$ cat src/rtl/trace_pkg.sv
// Shared constants, serializer states and record sizing helpers for the commit trace unit.
package trace_pkg;

    localparam logic [7:0] TRACE_HDR = 8'hA5;

    typedef enum logic [1:0] {
        IDLE = 2'd0,
        HDR  = 2'd1,
        BODY = 2'd2
    } state_t;

    // Packed record is {step, pc, rd_byte, data}.
    function automatic int rec_width(input int step_w, input int pc_w, input int data_w);
        return step_w + pc_w + 8 + data_w;
    endfunction

    // Bytes on the wire per record: header plus every record byte.
    function automatic int rec_bytes(input int step_w, input int pc_w, input int data_w);
        return 1 + rec_width(step_w, pc_w, data_w) / 8;
    endfunction

    function automatic logic [7:0] rd_byte(input logic we, input logic [5:0] rd);
        return {we, 1'b0, rd};
    endfunction

endpackage

$ cat src/rtl/trace_fifo.sv
// Synchronous first-word-fall-through FIFO; a push into a full FIFO is taken only with a same-cycle pop.
module trace_fifo #(
    parameter int WIDTH = 104,
    parameter int DEPTH = 16
) (
    input  logic             clk,
    input  logic             rstn,
    input  logic             push,
    input  logic [WIDTH-1:0] wdata,
    input  logic             pop,
    output logic [WIDTH-1:0] rdata,
    output logic             full,
    output logic             empty
);

    localparam int AW = $clog2(DEPTH);

    logic [WIDTH-1:0] mem_r [DEPTH];
    logic [AW-1:0]    wr_ptr_r;
    logic [AW-1:0]    rd_ptr_r;
    logic [AW:0]      count_r;
    logic             push_s;
    logic             pop_s;

    assign full   = (count_r == (AW+1)'(DEPTH));
    assign empty  = (count_r == {(AW+1){1'b0}});
    assign pop_s  = pop && !empty;
    assign push_s = push && (!full || pop_s);
    assign rdata  = mem_r[rd_ptr_r];

    // Pointer and occupancy bookkeeping.
    always_ff @(posedge clk) begin
        if (!rstn) begin
            wr_ptr_r <= {AW{1'b0}};
            rd_ptr_r <= {AW{1'b0}};
            count_r  <= {(AW+1){1'b0}};
        end else begin
            if (push_s) begin
                wr_ptr_r <= wr_ptr_r + AW'(1'b1);
            end
            if (pop_s) begin
                rd_ptr_r <= rd_ptr_r + AW'(1'b1);
            end
            case ({push_s, pop_s})
                2'b10:   count_r <= count_r + (AW+1)'(1'b1);
                2'b01:   count_r <= count_r - (AW+1)'(1'b1);
                default: count_r <= count_r;
            endcase
        end
    end

    // Storage array; when full, the slot being popped is the one overwritten.
    always_ff @(posedge clk) begin
        if (push_s) begin
            mem_r[wr_ptr_r] <= wdata;
        end
    end

endmodule

$ cat src/rtl/commit_trace.sv
// Retire counter, window capture into a FIFO, and a framed byte serializer with valid/ready back-pressure.
module commit_trace
    import trace_pkg::*;
#(
    parameter int PC_W   = 32,
    parameter int DATA_W = 32,
    parameter int STEP_W = 32,
    parameter int DEPTH  = 16
) (
    input  logic              clk,
    input  logic              rstn,
    input  logic              enable,
    input  logic [PC_W-1:0]   cfg_pc_min,
    input  logic [STEP_W-1:0] cfg_step_lo,
    input  logic [STEP_W-1:0] cfg_step_hi,
    input  logic              retire_valid,
    input  logic [PC_W-1:0]   retire_pc,
    input  logic              retire_we,
    input  logic [5:0]        retire_rd,
    input  logic [DATA_W-1:0] retire_data,
    output logic [7:0]        tx_data,
    output logic              tx_valid,
    input  logic              tx_ready,
    output logic [STEP_W-1:0] step_count,
    output logic [15:0]       drop_count,
    output logic              overflow,
    output logic              done
);

    localparam int REC_W      = rec_width(STEP_W, PC_W, DATA_W);
    localparam int REC_BYTES  = rec_bytes(STEP_W, PC_W, DATA_W);
    localparam int BODY_BYTES = REC_BYTES - 1;
    localparam int IDX_W      = $clog2(BODY_BYTES);
    localparam logic [IDX_W-1:0] LAST_IDX = IDX_W'(BODY_BYTES - 1);

    logic [STEP_W-1:0] step_count_r;
    logic [15:0]       drop_count_r;
    logic              overflow_r;
    logic              done_r;

    state_t            state_r;
    state_t            state_s;
    logic              tx_valid_r;
    logic              tx_valid_s;
    logic [7:0]        tx_data_r;
    logic [7:0]        tx_data_s;
    logic [REC_W-1:0]  rec_r;
    logic [REC_W-1:0]  rec_s;
    logic [IDX_W-1:0]  idx_r;
    logic [IDX_W-1:0]  idx_s;

    logic              counted_s;
    logic [STEP_W-1:0] step_next_s;
    logic              capture_s;
    logic              drop_s;
    logic [DATA_W-1:0] data_in_s;
    logic [REC_W-1:0]  rec_in_s;
    logic              pop_s;
    logic [REC_W-1:0]  fifo_rdata_s;
    logic              fifo_full_s;
    logic              fifo_empty_s;

    assign counted_s   = enable && retire_valid && (retire_pc >= cfg_pc_min);
    assign step_next_s = (step_count_r == {STEP_W{1'b1}}) ? step_count_r
                                                         : step_count_r + {{(STEP_W-1){1'b0}}, 1'b1};
    assign capture_s   = counted_s && (step_next_s >= cfg_step_lo) && (step_next_s <= cfg_step_hi);
    assign data_in_s   = retire_we ? retire_data : {DATA_W{1'b0}};
    assign rec_in_s    = {step_next_s, retire_pc, rd_byte(retire_we, retire_rd), data_in_s};
    assign drop_s      = capture_s && fifo_full_s && !pop_s;

    trace_fifo #(
        .WIDTH (REC_W),
        .DEPTH (DEPTH)
    ) u_fifo (
        .clk   (clk),
        .rstn  (rstn),
        .push  (capture_s),
        .wdata (rec_in_s),
        .pop   (pop_s),
        .rdata (fifo_rdata_s),
        .full  (fifo_full_s),
        .empty (fifo_empty_s)
    );

    // Retire counting, drop accounting and completion flag.
    always_ff @(posedge clk) begin
        if (!rstn) begin
            step_count_r <= {STEP_W{1'b0}};
            drop_count_r <= 16'h0000;
            overflow_r   <= 1'b0;
            done_r       <= 1'b0;
        end else begin
            if (counted_s) begin
                step_count_r <= step_next_s;
            end
            if (drop_s && (drop_count_r != 16'hFFFF)) begin
                drop_count_r <= drop_count_r + 16'd1;
            end
            overflow_r <= overflow_r | drop_s;
            done_r     <= (step_count_r > cfg_step_hi) && fifo_empty_s && (state_r == IDLE);
        end
    end

    // Serializer state register.
    always_ff @(posedge clk) begin
        if (!rstn) begin
            state_r    <= IDLE;
            tx_valid_r <= 1'b0;
            tx_data_r  <= 8'h00;
            rec_r      <= {REC_W{1'b0}};
            idx_r      <= {IDX_W{1'b0}};
        end else begin
            state_r    <= state_s;
            tx_valid_r <= tx_valid_s;
            tx_data_r  <= tx_data_s;
            rec_r      <= rec_s;
            idx_r      <= idx_s;
        end
    end

    // Serializer next state: the record is shifted MSB-first so the top byte is always next.
    always_comb begin
        state_s    = state_r;
        tx_valid_s = tx_valid_r;
        tx_data_s  = tx_data_r;
        rec_s      = rec_r;
        idx_s      = idx_r;
        pop_s      = 1'b0;
        case (state_r)
            IDLE: begin
                if (!fifo_empty_s) begin
                    pop_s      = 1'b1;
                    state_s    = HDR;
                    tx_valid_s = 1'b1;
                    tx_data_s  = TRACE_HDR;
                    rec_s      = fifo_rdata_s;
                end else begin
                    tx_valid_s = 1'b0;
                end
            end
            HDR: begin
                if (tx_ready) begin
                    state_s   = BODY;
                    tx_data_s = rec_r[REC_W-1 -: 8];
                    rec_s     = {rec_r[REC_W-9:0], 8'h00};
                    idx_s     = {IDX_W{1'b0}};
                end else begin
                    state_s = HDR;
                end
            end
            BODY: begin
                if (tx_ready) begin
                    if (idx_r == LAST_IDX) begin
                        if (!fifo_empty_s) begin
                            pop_s      = 1'b1;
                            state_s    = HDR;
                            tx_valid_s = 1'b1;
                            tx_data_s  = TRACE_HDR;
                            rec_s      = fifo_rdata_s;
                        end else begin
                            state_s    = IDLE;
                            tx_valid_s = 1'b0;
                            tx_data_s  = 8'h00;
                        end
                    end else begin
                        idx_s     = idx_r + IDX_W'(1'b1);
                        tx_data_s = rec_r[REC_W-1 -: 8];
                        rec_s     = {rec_r[REC_W-9:0], 8'h00};
                    end
                end else begin
                    state_s = BODY;
                end
            end
            default: begin
                state_s    = IDLE;
                tx_valid_s = 1'b0;
                tx_data_s  = 8'h00;
            end
        endcase
    end

    assign tx_data    = tx_data_r;
    assign tx_valid   = tx_valid_r;
    assign step_count = step_count_r;
    assign drop_count = drop_count_r;
    assign overflow   = overflow_r;
    assign done       = done_r;

endmodule

$ cat config.mk
export PLATFORM = sky130hd
export DESIGN_NAME = commit_trace
export DESIGN_NICKNAME = d
export VERILOG_FILES = /design/src/rtl/trace_pkg.sv /design/src/rtl/trace_fifo.sv /design/src/rtl/commit_trace.sv
export SDC_FILE = /design/constraint.sdc
export NUM_CORES = 2
export LEC_CHECK = 0
export CAP_MARGIN = 20
export CORE_MARGIN = 2
export CORE_UTILIZATION = 50
export CTS_BUF_LIST = sky130_fd_sc_hd__clkbuf_16
export CTS_CLUSTER_SIZE = 20
export DETAILED_ROUTE_END_ITERATION = 8
export GPL_TIMING_DRIVEN = 0
export PLACE_DENSITY = 0.67
export SLEW_MARGIN = 20
export SYNTH_ARGS = -nofsm -noshare
export SYNTH_HDL_FRONTEND = slang
export SYNTH_SLANG_ARGS = --single-unit
export TNS_END_PERCENT = 30
$ cat constraint.sdc
create_clock -name clk -period 18.9 [get_ports clk]
set_input_delay 3.78 -clock clk [delete_from_list [all_inputs] [get_ports clk]]
set_output_delay 3.78 -clock clk [all_outputs]
set_load 0.01 [all_outputs]
; ---- After elaboration in Yosys (flattened, before gate mapping)
; Memory sizes are Yosys's and may differ from the RTL's. A register that Yosys moved wholly into a read port is not among the register bits.
; Index checks and enable logic that the tools add are counted.
[totals]
mem_bits_rw = 1648
memories = 1
inputBits = 172
out_inout_bits = 59
regBits = 182
wordCells = 100
[classes]
n_mux = 35
n_reduce_logical = 25
n_eq_ne = 14
addsub = 7
order_cmp = 4
bitwise = 2
[mem_list]
columns = name, words, word_bits, read_ports, rd_clocked_by_memory_dff, write_ports, line_no
row1 = u_fifo.mem_r, 16, 103, 1, 1, 1, trace_fifo.sv:18  ; logic [WIDTH-1:0] mem_r [DEPTH];
[op_table]
columns = op, n
row1 = two-way mux 104 bit, 4
row2 = one-hot mux 104 bit (3 select lines), 1
row3 = >= comparator 32 bit, 2
row4 = two-way mux 32 bit, 2
row5 = two-way mux 8 bit, 5
row6 = adder 32 x 1 -> 32 bit (second input constant), 1
row7 = == test 32 bit (second input constant), 1
row8 = greater-than comparator 32 bit, 1
row9 = <= comparator 32 bit, 1
row10 = one-hot mux 8 bit (3 select lines), 1
row11 = two-way mux 4 bit, 5
row12 = adder 16 x 1 -> 16 bit (second input constant), 1
row13 = inequality test 16 bit (second input constant), 1
row14 = adder 4 x 1 -> 4 bit (second input constant), 3
row15 = logical AND 1 bit, 11
row16 = inequality test 2 bit (second input constant), 5
row17 = one-hot mux 5 bit (2 select lines), 1
row18 = AND reduction 3 bit, 3
row19 = two-way mux 1 bit, 8
row20 = two-way mux 2 bit, 4
row21 = one-hot mux 4 bit (2 select lines), 1
row22 = one-hot mux 2 bit (3 select lines), 1
row23 = adder 5 x 1 -> 5 bit (second input constant), 1
row24 = == test 5 bit (second input constant), 1
row25 = 17 further kinds, 22

; ---- Longest topological paths before layout
[logic_depth]
ltp_word = 10
mapped_depth = 27
depth_no_buf = 23

; ---- Hierarchy
; A second synthesis with hierarchy kept.
[hier_totals]
hier_cells = 4331
area_unflattened_um2 = 75110.8
[modules_own_cells]
columns = module, area_each_um2, cells_each, n_inst, seq_area_each_um2
row1 = trace_fifo, 63033.0, 2665, 1, 50308.2
row2 = commit_trace, 12077.8, 1666, 1, 3383.2

; ---- Worst setup path after synthesis
; No wires, ideal clock.
[synth_timing]
path_type = input port to flip-flop
start = input cfg_pc_min[22]
end = memory u_fifo.mem_r[3][0] (netlist name) (enable)
t_required_ns = 18.209
arrival_ns = 12.552
n_path_buf = 2
setup_slack_ns = 5.657
setup_time_ns = 0.691
path_stages = 11
cell_sequence = inv_1 > ha_1 > and4_1 > a221oi_1 > nor4_1 > or3_1 > clkbuf_1 > and4_1 > buf_2 > nand3_1 > nor3_1
[synth_via]
elab_chain_cells = 7
[synth_lines]
columns = item, line_no
row1 = from (decl), commit_trace.sv:13  ; input logic [PC_W-1:0] cfg_pc_min,
row2 = >= comparator 32 bit, commit_trace.sv:63  ; assign counted_s = enable && retire_valid && (retire_pc >= cfg_pc_min);
row3 = logical AND 1 bit, commit_trace.sv:63
row4 = logical AND 1 bit (2 in a row), commit_trace.sv:66  ; assign capture_s = counted_s && (step_next_s >= cfg_step_lo) && (step_next_s <= cfg_step_hi);
row5 = logical AND 1 bit, trace_fifo.sv:28  ; assign push_s = push && (!full || pop_s);
row6 = two-way mux 1 bit, trace_fifo.sv:54  ; if (push_s) begin
row7 = two-way mux 1 bit (implied by the code), trace_fifo.sv:55  ; mem_r[wr_ptr_r] <= wdata;
row8 = to (decl), trace_fifo.sv:18
; Every way passes these cells.

; ---- Worst setup path in the final report
[layout_timing]
start = input retire_pc[31]
end = memory u_fifo.mem_r[3][61] (netlist name) (enable)
[layout_via]
elab_chain_cells = 7
[layout_lines]
columns = item, line_no
row1 = from (decl), commit_trace.sv:17  ; input logic [PC_W-1:0] retire_pc,
row2 = >= comparator 32 bit, commit_trace.sv:63
row3 = logical AND 1 bit, commit_trace.sv:63
row4 = logical AND 1 bit (2 in a row), commit_trace.sv:66
row5 = logical AND 1 bit, trace_fifo.sv:28
row6 = two-way mux 1 bit, trace_fifo.sv:54
row7 = two-way mux 1 bit (implied by the code), trace_fifo.sv:55
; Every way passes these cells.

==> results by group <==
Setup path
  – CP endpoint kind: flop
  – Crit Path Max Fanout: 17
  – Worst EP required: slightly below 20 ns
  – Startpoint types: input pin
  – CP Class: input pin to flop
  – Worst EP arrival: 9.72 ns

Clock network
  – Clock Latency Late Sink: 0.81 ns
  – CTS Hold Bufs: 0
  – Post-CTS setup buffers: 0
  – H-tree levels: 4
  – CTS Buf Count: 177
  – Clock transition at path regs: around 0.060 ns
  – Clock Tree Root: clkbuf_16
  – Clk buf depth: 3
  – CTS tree: built
  – CTS resizes: 0
  – Clock sink total: 1834

Die
  – Initial core utilization: 50.3%
  – DIE WIDTH: slightly below 400 µm
  – Die area: 152000 µm²
  – Core region area: 148000 µm²
  – Row count: 141
  – Die Span Y: 389 µm
  – IO Count: approximately 230

Synth
  – Syn avg cell area: between 15 and 20 µm²
  – Top_reg_cell synth: edfxtp_1
  – Synth area leaders: edfxtp_1 67%, mux4_2 15%, dfxtp_1 5.0%
  – Synth Register Bits: 1834
  – Top cells by count, synth: 1648 x edfxtp_1, 507 x mux4_2, 201 x nor2_1
  – Post-synth EDFFs: between 1500 and 2000
  – Seq/Total Area, Yosys: 71.7%
  – Ys async rst share: 0%
  – Synth Instances: 3782
  – Syn_nets: 4099
  – Count leader, synth: edfxtp_1
  – Synth Cell Area: 74200 µm²
  – Synth top area share: 66.7%
  – Netlist cell types: 67
  – Yosys warnings: 0
  – Area leader, netlist: edfxtp_1

Detailed routing
  – Initial drt markers: 4911
  – Wire length per cell: 29.8 µm
  – Vias: 39500
  – Antenna-violating nets left: 0
  – Vias/cell: 6.21
  – Number of remaining DRC errors: 0
  – Post-Route WL: around 190000 µm
  – Drt pass-1 iters: 9

Global route
  – Global route overflow: 0
  – Number of global-route vias before repair: 39500
  – Initial antenna violation count: 4
  – First-pass GRT wire length: 274000 µm
  – Total global-route track usage: roughly a quarter
  – Largest net degree at the start of global routing: 36

Final layout
  – Fin area: between 80000 and 90000 µm²
  – Final nets: 4591
  – Area Overhead vs Synth: 16.5%
  – Final std cells w/o fill: between 6000 and 7000
  – Fillers: 10600
  – Layout cells sized above 1: around 23%

Power
  – Maximum vdd drop: 0.0874 mV
  – Tot Pwr: 10.2 mW
  – Pwr Density: 118 nW/µm²
  – Leakage: 28.6 nW

Timing
  – Crit share post-route: between 40% and 50%
  – Slew HR: 24.8%
  – Final min period: 9.21 ns
  – RSZ-0062 raised after global routing: no
  – Clock skew: 0.0297 ns
  – Final setup TNS: 0 ns
  – Max frequency: roughly 0.11 GHz
  – Hold Vio Cnt, Final: 0
  – Least-Margin Pin Slew: approximately 1.1 ns
  – Max Transition Viols Final: 0
  – PnR worst setup slack: ~9.7 ns
  – Setup violators final: 0

Flow run
  – Max-Cap Viols: 0

Placed design
  – Hpwl dp: 120000 µm
  – Placed Cells incl. Taps: 6025
  – IO Port Bufs: ~230
  – DP Area: 80700 µm²
  – Setup WS pre-CTS: 8.69 ns
  – GP Congestion: 0.852

Run status
  – Outcome: finished, final reports clean

Hold path
  – HP Class: flop to flop
==> cell type report <==
cell class | count | area, µm² | area share, %
sequential | 1834 | 53200 | 61.5
multi-input combinational | 1629 | 19900 | 23.0
clock buffer | 189 | 4730 | 5.47
timing repair buffer | 313 | 3780 | 4.37
tap | 1930 | 2410 | 2.79
buffer | 203 | 1000 | 1.16
clock inverter | 138 | 962 | 1.11
inverter | 116 | 435 | 0.504
antenna | 1 | 2.50 | 0.00289
==> metal layers <==
metal  wire length (µm)  global-route usage [%]  up-vias  share of wire [%]
met5                 11                       0        -             0.0058
met4               4780                    7.01        2                2.5
li1                   -                       -    16600                  -
met1              76300                    35.0    20800                 40
met3              13500                    3.48      303                7.1
met2              94900                    42.0     1706                 50
==> final timing paths <==
| check | startpoint | endpoint | slack, ns | cells past startpoint |
|---|---|---|---|---|
| setup reg to reg | step_count[12]$_SDFFE_PN0P_ | u_fifo.mem_r[2][57]$_DFFE_PP_ | 11.20 | 19 |
| hold reg to reg | overflow$_SDFF_PN0_ | overflow$_SDFF_PN0_ | 0.49 | 2 |
| setup / recovery | retire_pc[31] | u_fifo.mem_r[3][61]$_DFFE_PP_ | 9.69 | 17 |
| hold / removal | overflow$_SDFF_PN0_ | overflow$_SDFF_PN0_ | 0.49 | 2 |
==> through the flow <==
step                hold slack [ns]  util (%)
CTS                           0.489      58.5
finish                        0.491      58.5
global route                  0.529      58.5
floorplan                     0.465         -
global placement              0.454      53.5
detailed placement            0.476      54.7
==> flip-flops by register name (all words and copies together), names as in the netlist, 2 cells and up, named ones only <==
signal / flops
idx_r: 4
rec_r: 104
step_count: 32
tx_data: 8
u_fifo.count_r: 5
drop_count: 16
state_r: 2
u_fifo.mem_r: 1648
u_fifo.rd_ptr_r: 4
u_fifo.wr_ptr_r: 4
==> cells in the final DEF (no fill, tap or decap), types with 12 or more instances in the layout <==
cell type and count:
edfxtp_1 1648, mux4_2 507, clkdlybuf4s50_1 229, nor2_1 201, clkbuf_16 189, dfxtp_1 186
inv_1 163, ha_1 144, clkbuf_1 120, a222oi_1 95, nand2_1 88, a21oi_1 78
mux2_2 66, nand3_1 44, and2_1 43, buf_6 39, clkinv_1 38, nand4_1 33
buf_2 31, buf_12 30, clkinv_2 26, a21o_1 22, xor2_1 21, buf_16 20
nor2b_1 19, mux2i_1 19, buf_4 19, xnor2_2 18, buf_1 18, o21ai_0 17
xnor2_1 16, and3_4 15, or4_1 14, a211oi_1 14, a22oi_1 14, bufinv_16 14
xor2_2 12, o21ai_1 12, nand2b_1 12
==> critical path: stages <==
cell	delay, ns
clkdlybuf4s50_1	0.74
ha_1	0.48
nand4_1	0.29
nor3_1	0.28
nand4_1	0.24
a31oi_1	0.39
or3_1	0.45
clkbuf_1	0.52
and4_1	0.32
buf_2	0.23
nand3_1	0.24
nor3_2	0.60
buf_4	0.32
buf_4	0.22
buf_4	0.18
buf_4	0.21
buf_6	0.17
==> cell families after synthesis <==
| family | Yosys count | share of synthesized area (%) |
|---|---|---|
| flops | 1834 | 71.7 |
| mux | 592 | 16.6 |
| simple gates | 523 | 3.43 |
| buf+inv | 319 | 1.92 |
| compound gates | 302 | 3.08 |
| fa+ha+maj | 145 | 2.45 |
| xor+xnor | 67 | 0.790 |
==> where the power goes <==
part | internal, mW | leakage (nW) | switching [mW]
clock | 1.98 | 2.98 | 1.48
combinational | 0.990 | 8.81 | 1.18
sequential | 4.50 | 16.8 | 0.105
total | 7.47 | 28.6 | 2.76
Note: power is estimated with default switching activity, not from simulation.
